File: src/rtl/digseg_scan_ctrl.sv
// Bus slave that time-multiplexes NUM_DIGITS hex digits onto one 7-segment bus.
// Bus ack one cycle after select; outputs registered, lagging scan state by one cycle.
module digseg_scan_ctrl #(
  parameter int          NUM_DIGITS   = 4,
  parameter logic [15:0] SCAN_DIV_RST = 16'd50000,
  parameter logic [7:0]  BLINK_TICKS  = 8'd250,
  parameter bit          COMMON_ANODE = 1'b0
) (
  input  logic                  clk,
  input  logic                  rst,
  input  logic [31:0]           bus_addr_i,
  input  logic [31:0]           bus_data_i,
  output logic [31:0]           bus_data_o,
  input  logic                  bus_select_i,
  input  logic                  bus_we_i,
  output logic                  bus_ack_o,
  output logic [6:0]            seg_o,
  output logic [NUM_DIGITS-1:0] dig_sel_o
);

  localparam int IDX_W = (NUM_DIGITS > 1) ? $clog2(NUM_DIGITS) : 1;
  localparam int VW    = 4 * NUM_DIGITS;

  logic                  r_ack;
  logic [31:0]           r_rdata;
  logic [VW-1:0]         r_value;
  logic                  r_en;
  logic                  r_blink_en;
  logic [NUM_DIGITS-1:0] r_blank;
  logic [NUM_DIGITS-1:0] r_blinkm;
  logic [15:0]           r_div;
  logic [15:0]           r_pre;
  logic [IDX_W-1:0]      r_idx;
  logic [7:0]            r_frm;
  logic                  r_ph;
  logic [6:0]            r_seg;
  logic [NUM_DIGITS-1:0] r_dig;

  logic                  w_xfer;
  logic                  w_wr;
  logic                  w_div_wr;
  logic [31:0]           w_rd;
  logic [15:0]           w_div_m1;
  logic                  w_tc;
  logic                  w_wrap;
  logic [3:0]            w_nib;
  logic                  w_off;
  logic [6:0]            w_seg;
  logic [NUM_DIGITS-1:0] w_dig;
  logic                  w_unused;

  assign w_unused = ^{bus_addr_i[31:4], bus_addr_i[1:0], bus_data_i};

  function automatic logic [6:0] hex7(input logic [3:0] n);
    case (n)
      4'h0: hex7 = 7'h3F;  4'h1: hex7 = 7'h06;  4'h2: hex7 = 7'h5B;  4'h3: hex7 = 7'h4F;
      4'h4: hex7 = 7'h66;  4'h5: hex7 = 7'h6D;  4'h6: hex7 = 7'h7D;  4'h7: hex7 = 7'h07;
      4'h8: hex7 = 7'h7F;  4'h9: hex7 = 7'h6F;  4'hA: hex7 = 7'h77;  4'hB: hex7 = 7'h7C;
      4'hC: hex7 = 7'h39;  4'hD: hex7 = 7'h5E;  4'hE: hex7 = 7'h79;  default: hex7 = 7'h71;
    endcase
  endfunction

  // A transfer is accepted on the edge where ack rises; a held select re-arms every other cycle.
  assign w_xfer   = bus_select_i & ~r_ack;
  assign w_wr     = w_xfer & bus_we_i;
  assign w_div_wr = w_wr & (bus_addr_i[3:2] == 2'd3);

  always_comb begin
    w_rd = '0;
    case (bus_addr_i[3:2])
      2'd0: w_rd[VW-1:0] = r_value;
      2'd1: w_rd[1:0] = {r_blink_en, r_en};
      2'd2: begin
        w_rd[NUM_DIGITS-1:0]    = r_blank;
        w_rd[8 +: NUM_DIGITS]   = r_blinkm;
      end
      default: w_rd[15:0] = r_div;
    endcase
  end

  always_ff @(posedge clk) begin
    if (rst) begin
      r_ack   <= 1'b0;
      r_rdata <= '0;
    end else begin
      r_ack   <= w_xfer;
      r_rdata <= (w_xfer & ~bus_we_i) ? w_rd : 32'd0;
    end
  end

  always_ff @(posedge clk) begin
    if (rst) begin
      r_value    <= '0;
      r_en       <= 1'b1;
      r_blink_en <= 1'b0;
      r_blank    <= '0;
      r_blinkm   <= '0;
      r_div      <= SCAN_DIV_RST;
    end else if (w_wr) begin
      case (bus_addr_i[3:2])
        2'd0: r_value <= bus_data_i[VW-1:0];
        2'd1: begin
          r_en       <= bus_data_i[0];
          r_blink_en <= bus_data_i[1];
        end
        2'd2: begin
          r_blank  <= bus_data_i[NUM_DIGITS-1:0];
          r_blinkm <= bus_data_i[8 +: NUM_DIGITS];
        end
        default: r_div <= bus_data_i[15:0];
      endcase
    end
  end

  // DIV of 0 is treated as 1, i.e. the prescaler terminal count is always 0.
  assign w_div_m1 = (r_div == 16'd0) ? 16'd0 : r_div - 16'd1;
  assign w_tc     = r_en & (r_pre == w_div_m1);
  assign w_wrap   = w_tc & (r_idx == IDX_W'(NUM_DIGITS - 1));

  always_ff @(posedge clk) begin
    if (rst) begin
      r_pre <= '0;
      r_idx <= '0;
      r_frm <= '0;
      r_ph  <= 1'b0;
    end else begin
      if (w_div_wr) begin
        r_pre <= '0;
      end else if (r_en) begin
        r_pre <= w_tc ? 16'd0 : r_pre + 16'd1;
      end
      if (w_tc) begin
        r_idx <= w_wrap ? '0 : r_idx + IDX_W'(1);
      end
      if (w_wrap) begin
        if (r_frm == BLINK_TICKS - 8'd1) begin
          r_frm <= '0;
          r_ph  <= ~r_ph;
        end else begin
          r_frm <= r_frm + 8'd1;
        end
      end
    end
  end

  always_comb begin
    w_dig = '0;
    for (int i = 0; i < NUM_DIGITS; i++) begin
      w_dig[i] = (r_idx == IDX_W'(i));
    end
    w_nib = r_value[{r_idx, 2'b00} +: 4];
    w_off = r_blank[r_idx] | (r_blink_en & r_blinkm[r_idx] & r_ph);
    w_seg = w_off ? 7'd0 : hex7(w_nib);
    if (!r_en) begin
      w_seg = '0;
      w_dig = '0;
    end
  end

  // Polarity is applied at the register so reset and "off" are both inactive levels.
  always_ff @(posedge clk) begin
    if (rst) begin
      r_seg <= {7{COMMON_ANODE}};
      r_dig <= {NUM_DIGITS{COMMON_ANODE}};
    end else begin
      r_seg <= w_seg ^ {7{COMMON_ANODE}};
      r_dig <= w_dig ^ {NUM_DIGITS{COMMON_ANODE}};
    end
  end

  assign bus_ack_o  = r_ack;
  assign bus_data_o = r_rdata;
  assign seg_o      = r_seg;
  assign dig_sel_o  = r_dig;

endmodule

File: config.mk
export PLATFORM = sky130hd
export DESIGN_NAME = digseg_scan_ctrl
export DESIGN_NICKNAME = d
export VERILOG_FILES = /design/src/rtl/digseg_scan_ctrl.sv
export SDC_FILE = /design/constraint.sdc
export NUM_CORES = 1
export LEC_CHECK = 0
export ABC_AREA = 1
export BUFFER_PORTS_ARGS = -buffer_cell sky130_fd_sc_hd__buf_2
export CORE_UTILIZATION = 55
export DETAILED_ROUTE_END_ITERATION = 6
export GPL_TIMING_DRIVEN = 0
export HOLD_SLACK_MARGIN = 0.03
export MAX_ROUTING_LAYER = met4
export PLACE_DENSITY = 0.9
export SLEW_MARGIN = 20
export SYNTH_ARGS = -nofsm -noshare
export SYNTH_HDL_FRONTEND = slang
export SYNTH_SLANG_ARGS = --single-unit
File: constraint.sdc
create_clock -name clk -period 2.35 [get_ports clk]
set_input_delay 0.5875 -clock clk [delete_from_list [all_inputs] [get_ports clk]]
set_output_delay 0.5875 -clock clk [all_outputs]
set_load 0.02 [all_outputs]
# After elaboration in Yosys (flattened, before gate mapping)
# Memories as Yosys holds them, arrays and structs flattened. A register that Yosys moved wholly into a read port is not among the register bits.
# Index checks and enable logic that the tools add are counted.
dict set report classes {
  n_eq_ne 8
  add_sub_neg 4
  bitwise_logic 15
  n_lt_le_gt_ge 1
  shift 1
  reduce_logical 14
  n_mux 13
}
# cell count
set op_table {}
lappend op_table {{$mux W16} 2}
lappend op_table {{$add A16 B1 Y16 const B} 1}
lappend op_table {{$eq A16 B16 Y1} 1}
lappend op_table {{$logic_not A16 Y1} 1}
lappend op_table {{$pmux W4 S2} 2}
lappend op_table {{$shiftx A16 B5 Y4} 1}
lappend op_table {{$sub A16 B1 Y16 const B} 1}
lappend op_table {{$pmux W2 S3} 2}
lappend op_table {{$pmux W4 S3} 1}
lappend op_table {{$reduce_and A2 Y1} 5}
lappend op_table {{$add A8 B1 Y8 const B} 1}
lappend op_table {{$and A1 B1 Y1} 8}
lappend op_table {{$eq A2 B2 Y1 const B} 4}
lappend op_table {{$eq A8 B8 Y1 const B} 1}
lappend op_table {{$mux W8} 1}
lappend op_table {{$reduce_or A2 Y1} 4}
lappend op_table {{$not A1 Y1} 6}
lappend op_table {{$reduce_or A3 Y1} 2}
lappend op_table {{$bmux W1 S2} 2}
lappend op_table {{$eq A2 B1 Y1 const B} 2}
lappend op_table {{$logic_not A2 Y1} 2}
lappend op_table {{$lt A2 B3 Y1 const B} 1}
lappend op_table {{$add A2 B1 Y2 const B} 1}
lappend op_table {{$mux W1} 2}
lappend op_table {{other kinds (2)} 2}
dict set report totals {
  ff_bits 106
  romBits 112
  n_memories 1
  input_bits 68
  output_inout_bits 44
}
# name words word_bits read_ports rd_clocked_by_memory_dff wr line_no
set mem_list {}
lappend mem_list {{(no name shown)} 16 7 1 1 0 55} ;# case (n)

# Longest topological paths before layout
# Gate-level depths: netlist of run 1.
dict set report logic_depth {
  depth_word 6
  ltp_mapped 18
}

# Worst setup path after synthesis of run 1
# No wires, ideal clock.
dict set report synth_timing {
  path_type {register to register}
  from {register r_div[0]}
  to {register r_pre[11]}
  path_buffers 3
  setup_time_ns 0.132
  arrival_time_ns 2.038
  setup_slack_ns 0.181
  path_stages_with_launch 16
  period_less_slack_ns 2.169
  cell_sequence {dfxtp_1 inv_1 ha_1 nand2_2 nor2_2 nand2_2 buf_6 buf_6 nand3_1 nand2_1 nand2_1 nor2_4 nand3_4 o21ai_4 buf_4 nor3_1}
}
dict set report synth_between {
  elab_chain_cells 5
  word_cells_on_any_way 6
  classes_between {add/sub: 1; eq/ne: 1; mux: 2; bitwise: 1; reduce/logical: 1}
}
# element line_no
set synth_rtl {}
lappend synth_rtl {{start, declared} 31} ;# logic [15:0] r_div;
lappend synth_rtl {{start signal, assigned} 110} ;# default: r_div <= bus_data_i[15:0];
lappend synth_rtl {{$sub A16 B1 Y16 or $logic_not A16 Y1 (tied branches)} 116} ;# assign w_div_m1 = (r_div == 16'd0) ? 16'd0 : r_div - 16'd1;
lappend synth_rtl {{$mux W16 (*)} 116}
lappend synth_rtl {{$eq A16 B16 Y1 (*)} 117} ;# assign w_tc = r_en & (r_pre == w_div_m1);
lappend synth_rtl {{$and A1 B1 Y1 (*)} 117}
lappend synth_rtl {{$mux W16 (*)} 130} ;# r_pre <= w_tc ? 16'd0 : r_pre + 16'd1;
lappend synth_rtl {{end signal, assigned} 130}
lappend synth_rtl {{end, declared} 32} ;# logic [15:0] r_pre;
# Every way passes the cells marked *; elsewhere a longest branch is shown, timed or not.
# A chain may end at the register's enable or synchronous reset.

# Worst setup path in the final report of run 1
dict set report layout_timing {
  from {register r_div[8]}
  to {register r_frm[2]}
}
dict set report layout_between {
  elab_chain_cells 5
  word_cells_on_any_way 6
  classes_between {add/sub: 1; eq/ne: 1; mux: 1; bitwise: 2; reduce/logical: 1}
}
# element line_no
set layout_rtl {}
lappend layout_rtl {{$sub A16 B1 Y16 or $logic_not A16 Y1 (tied branches)} 116}
lappend layout_rtl {{$mux W16 (*)} 116}
lappend layout_rtl {{$eq A16 B16 Y1 (*)} 117}
lappend layout_rtl {{$and A1 B1 Y1 (*)} 117}
lappend layout_rtl {{$and A1 B1 Y1 (*)} 118} ;# assign w_wrap = w_tc & (r_idx == IDX_W'(NUM_DIGITS - 1));
lappend layout_rtl {{end signal, assigned} 140} ;# r_frm <= r_frm + 8'd1;
lappend layout_rtl {{end, declared} 34} ;# logic [7:0] r_frm;
# Marked as above.

==> results of run 1 <==
cells by family after synthesis:
kind of cell               count (synthesis)  synth area share [%]
adders and majority gates                 15                 3.429
and+or+nand+nor                          416                 34.27
buffers and inverters                    140                 11.39
AOI/OAI and AO/OA                        140                 14.08
DFF                                       97                 35.48
xor gates and xnor gates                   8                 1.280
other                                      1               0.06852
repair_timing:
item,in CTS,in global routing
pin swaps,4,30
gates resized for setup,22,84
gates cloned,0,2
setup buffers,5,17
setup endpoints to repair,34,34
hold buffers,0,0
sequential cells by signal, summed over array words and instances, names as in the netlist:
register and cells:
bus_ack_o 1, bus_data_o 16, dig_sel_o 4, r_blank 4, r_blink_en 1, r_blinkm 4
r_div 16, r_en 1, r_frm 8, r_idx 2, r_ph 1, r_pre 16
r_value 16, seg_o 7
final timing paths:
check | start | end | slack [ns] | cells after the start
worst min-delay path | rst | bus_ack_o$_SDFF_PP0_ | 0.44 | 2
worst max register to register | r_div[8]$_SDFFE_PP1P_ | r_frm[2]$_SDFFE_PP0P_ | 0.01 | 16
worst max-delay path | r_div[8]$_SDFFE_PP1P_ | r_frm[2]$_SDFFE_PP0P_ | 0.01 | 16
worst min register to register | r_value[7]$_SDFFE_PP0P_ | bus_data_o[7]$_SDFF_PP0_ | 0.47 | 2
layout make-up:
type	instances	area, um^2
repair buffers	73	464.2
fillers	801	3013
inverters	99	384.1
well taps	133	166.4
multi-input cells	595	3271
clock buffers	9	123.9
flip-flops and latches	97	1956
plain buffers	40	262.8
clock inverters	7	88.84
worst register-to-register path, delay by kind of cell, from the launching register on:
| kind | cells | cell delay, ns |
|---|---|---|
| buffers and inverters | 2 | 0.29 |
| flip-flops | 1 | 0.38 |
| AND/OR/NAND/NOR | 14 | 1.58 |
layer usage:
layer / track usage (%) / vias up
met1: 39.00 / 2671
li1: - / 2832
met4: 12.04 / 0
met5: - / -
met3: 6.418 / 53
met2: 48.49 / 327
metrics by stage:
stage / util [%] / setup TNS (ns) / cell area (um^2)
after floorplan: - / 0 / 5529
after global placement: 61.06 / -4.472 / 5941
after detailed placement: 61.06 / -5.292 / 5941
after CTS: 64.48 / 0 / 6274
after global routing: 69.03 / -1.278 / 6716
final: 69.03 / 0 / 6716
synthesized netlist by cell type, types with 2 or more instances:
cell	instances
o221ai_1	4
nor2_4	5
o211ai_1	3
nor3_1	14
o21ai_0	59
clkbuf_1	19
inv_1	96
buf_6	4
o22ai_1	3
dfxtp_1	97
ha_1	15
o21ai_1	2
nand4_2	2
nand3_1	57
buf_4	18
nor4_1	4
clkinv_1	3
nand3_2	2
nor3b_1	3
nor2_1	116
a221oi_1	3
nor2_2	5
nand4_1	20
nand2_1	175
a21oi_1	58
nand2_2	6
xor2_1	7
and2_1	2
a32oi_1	2
power by group through the flow:
stage               registers, mW  logic [mW]  clock network (mW)
finish                       1.73       0.461                1.19
global route                 1.73       0.503                1.26
CTS                          1.72       0.406                1.19
detailed placement           1.76       0.391                   0
global placement             1.75       0.385                   0
floorplan                    1.77       0.260                   0
layout by cell type, fill, tap and decap left out, types with 5 or more instances in the layout:
| cell type | instances |
|---|---|
| a21oi_1 | 57 |
| nand2_1 | 158 |
| nor2_4 | 15 |
| dfxtp_2 | 8 |
| buf_4 | 39 |
| nand2_4 | 8 |
| o21ai_1 | 5 |
| nand3_2 | 11 |
| nand4_1 | 20 |
| xor2_1 | 7 |
| nor2_1 | 99 |
| inv_1 | 92 |
| nand2_2 | 15 |
| clkbuf_1 | 17 |
| nand3_1 | 47 |
| buf_2 | 49 |
| dfxtp_1 | 88 |
| nor2_2 | 12 |
| clkbuf_8 | 9 |
| conb_1 | 16 |
| nor3_1 | 14 |
| ha_1 | 14 |
| o21ai_0 | 55 |
==> run_results.csv, run 1 <==
group,metric,value,unit
place,port_buffers,49,
worst_setup_path,arrival,2.62,ns
power_and_ir_drop,p_leak,3.071,nW
timing,rsz0062_at_grt,"yes",
grt,grt_pass1_wl,23880,um
layout,n_antenna_cell,0,
timing,slew_viol_final,0,
worst_setup_path,cp_max_fo,6,
place,dpl_worst_slack,-0.3687,ns
routing,firstDrtPassIters,7,
power_and_ir_drop,combPwrFrac,13.6,%
grt,grt_pass1_vias,5089,
worst_setup_path,cp-end-kind,"register",
status,status,"finished, violations left",
power_and_ir_drop,ir_worst_vdd,0.0003260,V
power_and_ir_drop,power,3.381,mW
grt,antenna_found_initial,0,
grt,track_usage,30.97,%
power_and_ir_drop,clkPwrFrac,35.3,%
routing,drtIter0Drc,629,
run,maxCapViolations,0,
power_and_ir_drop,p_seq_share,51.1,%
timing,fin_crit_sh,99.56,%
worst_setup_path,slowest_delay,0.38,ns
timing,period_minus_slack,2.340,ns
worst_setup_path,critPathBufInv,2,
clock_tree,clock_sink_count,97,
routing,post-route-drc-count,1,
yosys,ys_async_sr_fraction,0,%
place,dp_hpwl,11050,um
yosys,synth-main-ff-cell,"dfxtp_1",
yosys,ys_seq_area_share,35.48,%
floorplanning,dieHeight,101.8,um
clock_tree,cts.reportedPaths.clkPinSlew,0.11,ns
timing,whs,0.4383,ns
clock_tree,cts_tree,"built",
timing,worstMarginPinSlew,0.6165,ns
worst_setup_path,crit_top_cell,"nand2_1",
min_path,hp-class,"primary input to register",
worst_setup_path,critPathKind,"register to register",
routing,routed_via_density,5.587,
routing,dr_wl_met2,7562,um
yosys,synthTopCellsByArea,"dfxtp_1 (35%), nand2_1 (12%), nor2_1 (8.0%)",
floorplanning,num_rows,36,
routing,avgRoutedWirePerCell,15.26,um
worst_setup_path,cp_cell_sequence,"nor2_2 > nand2_1 > nor2_4 > nand2_4 > buf_8 > buf_8 > nand3_2 > nand2_1 > nand2_1 > nand2_1 > nor2_1 > nand3_2 > nor2_4 > nand3_1 > nand3_1 > nor2_1",
clock_tree,root_buffer,"clkbuf_8",
worst_setup_path,cp_top_family,"simple AND/OR/NAND/NOR gates",
floorplanning,io_pins,112,
timing,timing.fmax,427.4,MHz
routing,wl_met1,6429,um
layout,drive_gt1_share,22.39,%
routing,top_layer,"met4",
timing,setup_ws,0.01025,ns
layout,final_cells,1053,
floorplanning,fp.dieW,101.8,um
routing,detail-route-antenna-nets,0,
power_and_ir_drop,intPower,2.365,mW
layout,nNetsFinal,998,
power_and_ir_drop,p_sw_share,30.06,%
yosys,yosys_warnings,0,
yosys,synth_seq_cells,97,
place,place_inst,1014,
floorplanning,core,0.009729,mm^2
yosys,synth_top_area_cell,"dfxtp_1",
grt,grt-ovfl-total,0,
clock_tree,cts-htree-levels,3,
clock_tree,clock_latency,0.38,ns
timing,hold_viol,0,
yosys,synth_edf_count,0,
status,violations,"DRC",
grt,grt_start_max_net_pins,19,
power_and_ir_drop,p_per_area,503.4,mW/mm^2
timing,relSlewSlack,58.90,%
timing,skew,0.01204,ns
worst_setup_path,cp.required,2.63,ns
routing,wirelength,16070,um
yosys,netlist_area,0.005473,mm^2
yosys,synth_cell_types,42,
layout,syn_to_final_growth,22.73,%
power_and_ir_drop,p_sw,1.016,mW
clock_tree,numCtsBuffers,9,
timing,finalSetupViolCount,0,
yosys,syn_avg_cell_area,6.699,um^2
floorplanning,start_util,56.25,%
clock_tree,max-clock-path-buffers,2,
worst_setup_path,crit_path_start_kind,"register",
floorplanning,die-area,0.01035,mm^2
place,place.gp.congestion,0.9958,
yosys,synth_cells,817,
yosys,netlist.area_leader.share,35.48,%
routing,met3_length,1610,um
routing,vias,5883,
worst_setup_path,slowest_stage,"dfxtp_1",
Power figures use the tool's default switching activity.
==> run 2, diff against run 1 <==
--- a/config.mk
+++ b/config.mk
@@ -7,12 +7,13 @@
 export LEC_CHECK = 0
 export ABC_AREA = 1
 export BUFFER_PORTS_ARGS = -buffer_cell sky130_fd_sc_hd__buf_2
-export CORE_UTILIZATION = 55
+export CORE_UTILIZATION = 45
 export DETAILED_ROUTE_END_ITERATION = 6
 export GPL_TIMING_DRIVEN = 0
 export HOLD_SLACK_MARGIN = 0.03
 export MAX_ROUTING_LAYER = met4
-export PLACE_DENSITY = 0.9
+export PLACE_DENSITY = 0.78
+export SETUP_SLACK_MARGIN = 0.4
 export SLEW_MARGIN = 20
 export SYNTH_ARGS = -nofsm -noshare
 export SYNTH_HDL_FRONTEND = slang
==> constraint.sdc (replaced) <==
create_clock -name clk -period 3.03 [get_ports clk]
set_input_delay 0.7575 -clock clk [delete_from_list [all_inputs] [get_ports clk]]
set_output_delay 0.7575 -clock clk [all_outputs]
set_load 0.02 [all_outputs]
==> run 2 against run 1 <==
Compared with the run above: the run still ends with DRC left; critical path depth increased by 1; worst hold slack better by 0.042 ns; worst setup slack improved by 0.55 ns; utilization down 15 points; register-to-register slack gained 0.55 ns; critical path type unchanged; non-clock buffer count shrank 21; design area fell by 5.8%; sequential cell count unchanged; wire length fell by 8.7%; via count decreased by 5.6%.
==> run_results.csv, run 2 (synthesis results as in run 1) <==
group,metric,value,unit
timing,fin_crit_sh,81.59,%
clock_tree,root_buffer,"clkbuf_16",
grt,grt_pass1_vias,5080,
timing,worstMarginPinSlew,0.5457,ns
worst_setup_path,slowest_delay,0.32,ns
layout,final_cells,1043,
routing,post-route-drc-count,5,
floorplanning,die-area,0.01261,mm^2
routing,avgRoutedWirePerCell,14.06,um
grt,grt-ovfl-total,0,
layout,layout_common_cells,"nand2_1 (171), nor2_1 (112), dfxtp_1 (97)",
place,dpl_worst_slack,0.3366,ns
layout,nNetsFinal,978,
worst_setup_path,crit_path_start_kind,"register",
floorplanning,io_pins,112,
floorplanning,dieHeight,112.3,um
routing,wirelength,14670,um
worst_setup_path,cp-end-kind,"register",
status,status,"finished, violations left",
timing,relSlewSlack,63.62,%
timing,fin_tns_setup,0,ns
grt,track_usage,24.85,%
routing,routed_via_density,5.326,
timing,hold_viol,0,
worst_setup_path,cp.required,3.28,ns
place,port_buffers,49,
timing,slew_viol_final,0,
power_and_ir_drop,power,2.723,mW
floorplanning,core,0.01161,mm^2
routing,firstDrtPassIters,7,
clock_tree,cts.reportedPaths.clkPinSlew,0.07,ns
floorplanning,fp.dieW,112.3,um
clock_tree,numCtsBuffers,9,
worst_setup_path,rrSetupSlack,0.56,ns
timing,skew,0.007098,ns
floorplanning,num_rows,39,
place,place.gp.congestion,0.9423,
power_and_ir_drop,ir_worst_vdd,0.0002904,V
grt,grt_pass1_wl,24140,um
clock_tree,max-clock-path-buffers,2,
grt,grt_start_max_net_pins,17,
worst_setup_path,arrival,2.72,ns
worst_setup_path,cp_top_family,"simple AND/OR/NAND/NOR gates",
clock_tree,clock_latency,0.35,ns
layout,mostFrequentLayoutCell,"nand2_1",
clock_tree,cts_tree,"built",
timing,rsz0062_at_grt,"yes",
min_path,hp-class,"register to register",
timing,setup_ws,0.5577,ns
place,dp_hpwl,11220,um
worst_setup_path,slowest_stage,"dfxtp_1",
worst_setup_path,critPathKind,"register to register",
layout,n_antenna_cell,0,
clock_tree,cts-htree-levels,3,
clock_tree,ctsHoldBuffers,0,
grt,antenna_found_initial,0,
routing,vias,5555,
timing,timing.fmax,404.5,MHz
timing,finalSetupViolCount,0,
run,maxCapViolations,0,
worst_setup_path,critPathBufInv,3,
clock_tree,clock_sink_count,97,
routing,drtIter0Drc,548,
power_and_ir_drop,p_leak,2.876,nW
worst_setup_path,cp_max_fo,10,
worst_setup_path,cp_cell_sequence,"inv_2 > ha_4 > nand2_2 > nor2_2 > nand2_2 > buf_6 > buf_8 > nand3_1 > nand2_1 > nand2_1 > nand2_1 > nor2_1 > nand3_2 > nor2_4 > nand3_1 > nand3_1 > nor2_1",
routing,detail-route-antenna-nets,0,
floorplanning,start_util,47.12,%
layout,drive_gt1_share,14.56,%
layout,syn_to_final_growth,15.64,%
status,violations,"DRC",
power_and_ir_drop,p_per_area,430.3,mW/mm^2
place,place_inst,1024,
layout,num-fill-cells,1119,
timing,period_minus_slack,2.472,ns
run 2: cell types whose count changed in the layout (fill, tap and decap cells not counted), moves of 8 or more:
cell / before / now
buf_4: 39 / 19
nand2_1: 158 / 171
nor2_1: 99 / 112
clkbuf_8: 9 / 0
dfxtp_1: 88 / 97
nand3_1: 47 / 56
dfxtp_2: 8 / 0
nand3_2: 11 / 3
run 2: repair_timing:
item,in CTS,in global routing
gates resized for setup,3,21
endpoints found under the setup margin,5,29
pin swaps,0,2
cloned,0,1
buffers inserted,0,2
run 2: area by class of cell:
class                           count  area, um^2  share of cell area, %
Multi-Input combinational cell    596        3040                  48.04
Sequential cell                    97        1942                  30.68
Inverter                           99       375.4                  5.931
Buffer                             41       261.5                  4.132
Timing Repair Buffer               51       260.3                  4.112
Clock buffer                       10       229.0                  3.618
Tap cell                          143       178.9                  2.827
Clock inverter                      6       41.29                 0.6524
run 2: path summary, 6_finish.rpt:
path | startpoint | end | depth (start not counted)
worst max-delay path | r_div[0]$_SDFFE_PP0P_ | r_frm[2]$_SDFFE_PP0P_ | 17
worst min-delay path | r_value[0]$_SDFFE_PP0P_ | r_value[0]$_SDFFE_PP0P_ | 2
worst max register to register | r_div[0]$_SDFFE_PP0P_ | r_frm[2]$_SDFFE_PP0P_ | 17
worst min register to register | r_value[0]$_SDFFE_PP0P_ | r_value[0]$_SDFFE_PP0P_ | 2
run 2: tightest hold or removal path, delay by kind of cell, from the launching register on:
family,cells,cell delay [ns]
AO/OA/AOI/OAI,1,0.05
buffers and inverters,1,0.06
flip-flops,1,0.32
run 2: report_power, final:
part	internal [mW]	total (mW)	leakage [nW]	switching (mW)
Combinational	0.106	0.319	1.95	0.213
Clock	0.560	1.07	0.137	0.511
Sequential	1.31	1.33	0.788	0.0242
Total	1.98	2.72	2.88	0.747
run 2: through the flow:
stage | cell area [um^2] | util [%] | hold WS, ns
final | 6329 | 54.49 | 0.4808
after CTS | 6238 | 53.72 | 0.4777
after detailed placement | 5953 | 51.26 | 0.4682
after floorplan | 5529 | - | 0.4389
after global routing | 6329 | 54.49 | 0.4892
after global placement | 5953 | 51.26 | 0.4634
run 2: per-layer routing:
metal  part of all wire [%]  vias up  GRT usage (%)
met3                    8.4       28          4.860
met4                    2.3        0          9.422
met2                     44      237          37.81
met5                      0        -              -
met1                     45     2499          32.65
li1                       -     2791              -
==> run 3, diff against run 2 <==
--- a/config.mk
+++ b/config.mk
@@ -5,7 +5,7 @@
 export SDC_FILE = /design/constraint.sdc
 export NUM_CORES = 1
 export LEC_CHECK = 0
-export ABC_AREA = 1
+export ABC_AREA = 0
 export BUFFER_PORTS_ARGS = -buffer_cell sky130_fd_sc_hd__buf_2
 export CORE_UTILIZATION = 45
 export DETAILED_ROUTE_END_ITERATION = 6
==> constraint.sdc (replaced) <==
create_clock -name clk -period 2.6 [get_ports clk]
set_input_delay 0.65 -clock clk [delete_from_list [all_inputs] [get_ports clk]]
set_output_delay 0.65 -clock clk [all_outputs]
set_load 0.02 [all_outputs]
==> run 3 against run 2 <==
Compared with the run above: the run ends with setup timing left; utilization is 5.4 points higher; final cell count is 18% lower; synthesized cell count is 26% lower; clock-buffer cell count is 1 lower; register-to-register slack worse by 0.74 ns; non-clock buffer count is 45 higher; sequential cell count stayed put; largest power group unchanged.
==> run_results.csv, run 3 <==
group,metric,value,unit
status,status,"finished, violations left",
status,violations,"setup timing",
worst_setup_path,critPathKind,"register to register",
yosys,netlist_area,0.005150,mm^2
timing,hold_viol,0,
timing,rsz0062_at_grt,"yes",
yosys,synth_cells,604,
timing,setup_ws,-0.1827,ns
yosys,synth_seq_cells,97,
routing,wirelength,14350,um
place,place.gp.congestion,0.9347,
yosys,synth_adder_area_share,3.644,%
power_and_ir_drop,p_sw,876.1,uW
grt,grt_start_max_net_pins,20,
routing,top_layer,"met4",
yosys,synthSimpleGateAreaFrac,25.83,%
clock_tree,root_buffer,"clkbuf_16",
yosys,synth_edf_count,0,
layout,layout_common_cells,"nand2_1 (86), dfxtp_1 (85), buf_2 (51)",
yosys,synth_compound_area_share,12.54,%
power_and_ir_drop,intPower,2.422,mW
power_and_ir_drop,power,3.298,mW
power_and_ir_drop,clkPwrFrac,42.9,%
routing,detail-route-antenna-nets,0,
routing,met3_length,1023,um
timing,timing.fmax,359.4,MHz
timing,finalSetupViolCount,26,
place,dp_hpwl,9740,um
yosys,synth_top_family_by_area,"simple AND/OR/NAND/NOR gates",
place,port_buffers,49,
grt,grt-ovfl-total,0,
yosys,synth_top_area_cell,"dfxtp_1",
layout,nNetsFinal,795,
yosys,syn_avg_cell_area,8.526,um^2
routing,post-route-drc-count,0,
yosys,yosys_warnings,0,
yosys,netlist.area_leader.share,37.71,%
power_and_ir_drop,p_per_area,501.7,mW/mm^2
floorplanning,num_rows,38,
timing,fin_crit_sh,107.0,%
yosys,synth_xor_area_share,5.272,%
clock_tree,max-clock-path-buffers,2,
layout,num-fill-cells,894,
run,maxCapViolations,0,
clock_tree,numCtsBuffers,9,
grt,grt_pass1_wl,21580,um
yosys,muxShareOfSynthArea,7.896,%
timing,relSlewSlack,43.47,%
yosys,ys_seq_area_share,37.71,%
clock_tree,clock_sink_count,97,
floorplanning,die-area,0.01188,mm^2
layout,syn_to_final_growth,27.65,%
worst_setup_path,arrival,3.04,ns
yosys,ys_async_sr_fraction,0,%
power_and_ir_drop,p_seq_share,46.8,%
clock_tree,cts.reportedPaths.clkPinSlew,0.07,ns
clock_tree,cts_tree,"built",
timing,whs,0.4775,ns
yosys,synthTopCellsByArea,"dfxtp_1 (38%), nand2_1 (6.5%), nor2_1 (4.5%)",
routing,wl_met1,5979,um
floorplanning,core,0.01098,mm^2
floorplanning,fp.dieW,109.0,um
power_and_ir_drop,ir_worst_vdd,0.0003564,V
place,dpl_worst_slack,-0.1830,ns
floorplanning,io_pins,112,
layout,seqCellArea,0.001967,mm^2
clock_tree,ctsHoldBuffers,0,
grt,track_usage,24.07,%
yosys,synthTopCellsByCount,"dfxtp_1 (97), nand2_1 (89), nor2_1 (62)",
routing,routed_via_density,5.713,
layout,final_cell_area,0.006574,mm^2
clock_tree,cts-htree-levels,3,
worst_setup_path,cp-end-kind,"register",
routing,drtIter0Drc,468,
yosys,yosys.cell_count.top_type,"dfxtp_1",
worst_setup_path,cp_cell_sequence,"buf_6 > buf_4 > buf_4 > nor3_2 > nand4_1 > xnor2_2 > o21ai_1 > a221o_1 > and4b_2 > buf_6 > buf_6 > a311oi_1",
place,placed_cell_area,0.005669,mm^2
layout,n_antenna_cell,0,
timing,skew,0.01346,ns
power_and_ir_drop,p_sw_share,26.57,%
routing,firstDrtPassIters,5,
layout,drive_gt1_share,30.26,%
worst_setup_path,cp.required,2.86,ns
worst_setup_path,crit_path_start_kind,"register",
layout,multi_input_area,0.003171,mm^2
timing,slew_viol_final,0,
grt,antenna_found_initial,0,
worst_setup_path,cp_max_fo,5,
min_path,hp-class,"register to register",
floorplanning,start_util,46.89,%
clock_tree,clock_latency,0.35,ns
floorplanning,dieHeight,109.0,um
timing,period_minus_slack,2.783,ns
yosys,synth-main-ff-cell,"dfxtp_1",
routing,avgRoutedWirePerCell,16.74,um
routing,vias,4896,
power_and_ir_drop,combPwrFrac,10.3,%
yosys,synth_cell_types,65,
worst_setup_path,crit_top_cell,"buf_6",
timing,worstMarginPinSlew,0.8415,ns
worst_setup_path,slowest_delay,0.42,ns
power_and_ir_drop,p_leak,2.555,nW
layout,mostFrequentLayoutCell,"nand2_1",
grt,grt_pass1_vias,4452,
routing,dr_wl_met2,7021,um
worst_setup_path,slowest_stage,"a221o_1",
[run 3: layout make-up]
class,instances,area share (%)
Clock inverter,7,1.370
Clock buffer,9,3.426
Multi-Input combinational cell,454,48.23
Buffer,55,5.329
Inverter,13,0.7423
Timing Repair Buffer,82,8.317
Sequential cell,97,29.92
Tap cell,140,2.665
[run 3: critical path: cells and delay by family, from the launching register on]
family,cells,cell delay [ns]
AO/OA/AOI/OAI,3,0.77
AND/OR/NAND/NOR,3,0.70
buffers and inverters,5,0.63
flip-flops,1,0.32
XOR/XNOR,1,0.26
[run 3: timing repair]
| action | 4_1_cts | 5_1_grt |
|---|---|---|
| pin swaps | 20 | 26 |
| cloned | 1 | 3 |
| gates resized for setup | 34 | 66 |
| endpoints found under the setup margin | 34 | 41 |
| setup buffers | 19 | 10 |
[run 3: path summary, 6_finish.rpt]
kind | to | slack (ns) | depth (start not counted) | start
max | r_frm[2]$_SDFFE_PP0P_ | -0.18 | 12 | r_div[1]$_SDFFE_PP0P_
max reg2reg | r_frm[2]$_SDFFE_PP0P_ | -0.18 | 12 | r_div[1]$_SDFFE_PP0P_
min reg2reg | r_value[5]$_SDFFE_PP0P_ | 0.48 | 2 | r_value[5]$_SDFFE_PP0P_
min | r_value[5]$_SDFFE_PP0P_ | 0.48 | 2 | r_value[5]$_SDFFE_PP0P_
[run 3: cells by family after synthesis]
family                   after synthesis
AO/OA/AOI/OAI                        100
buffers and inverters                 68
adder cells (fa/ha/maj)               15
flip-flops                            97
other                                  1
XOR/XNOR                              31
multiplexers                          31
AND/OR/NAND/NOR                      261
[run 3: metal layers]
layer	vias up	global-route usage, %
met5	-	-
met4	0	8.687
met3	28	2.929
met2	239	37.56
met1	2340	31.97
li1	2289	-
[run 3: power by group through the flow]
stage	clock, mW	combinational [mW]	sequential (mW)
2_1_floorplan	0	0.193	1.59
3_3_place_gp	0	0.284	1.58
3_5_place_dp	0	0.291	1.58
4_1_cts	1.41	0.307	1.54
5_1_grt	1.50	0.364	1.55
6_report	1.42	0.338	1.54
[run 3: metrics by stage]
stage	cells	util, %	TNS, ns
6_report	857	59.85	-2.765
5_1_grt	857	59.85	-7.010
4_1_cts	844	56.96	-0.1861
3_5_place_dp	808	51.62	-3.092
3_3_place_gp	808	51.62	-2.947
2_1_floorplan	619	-	0
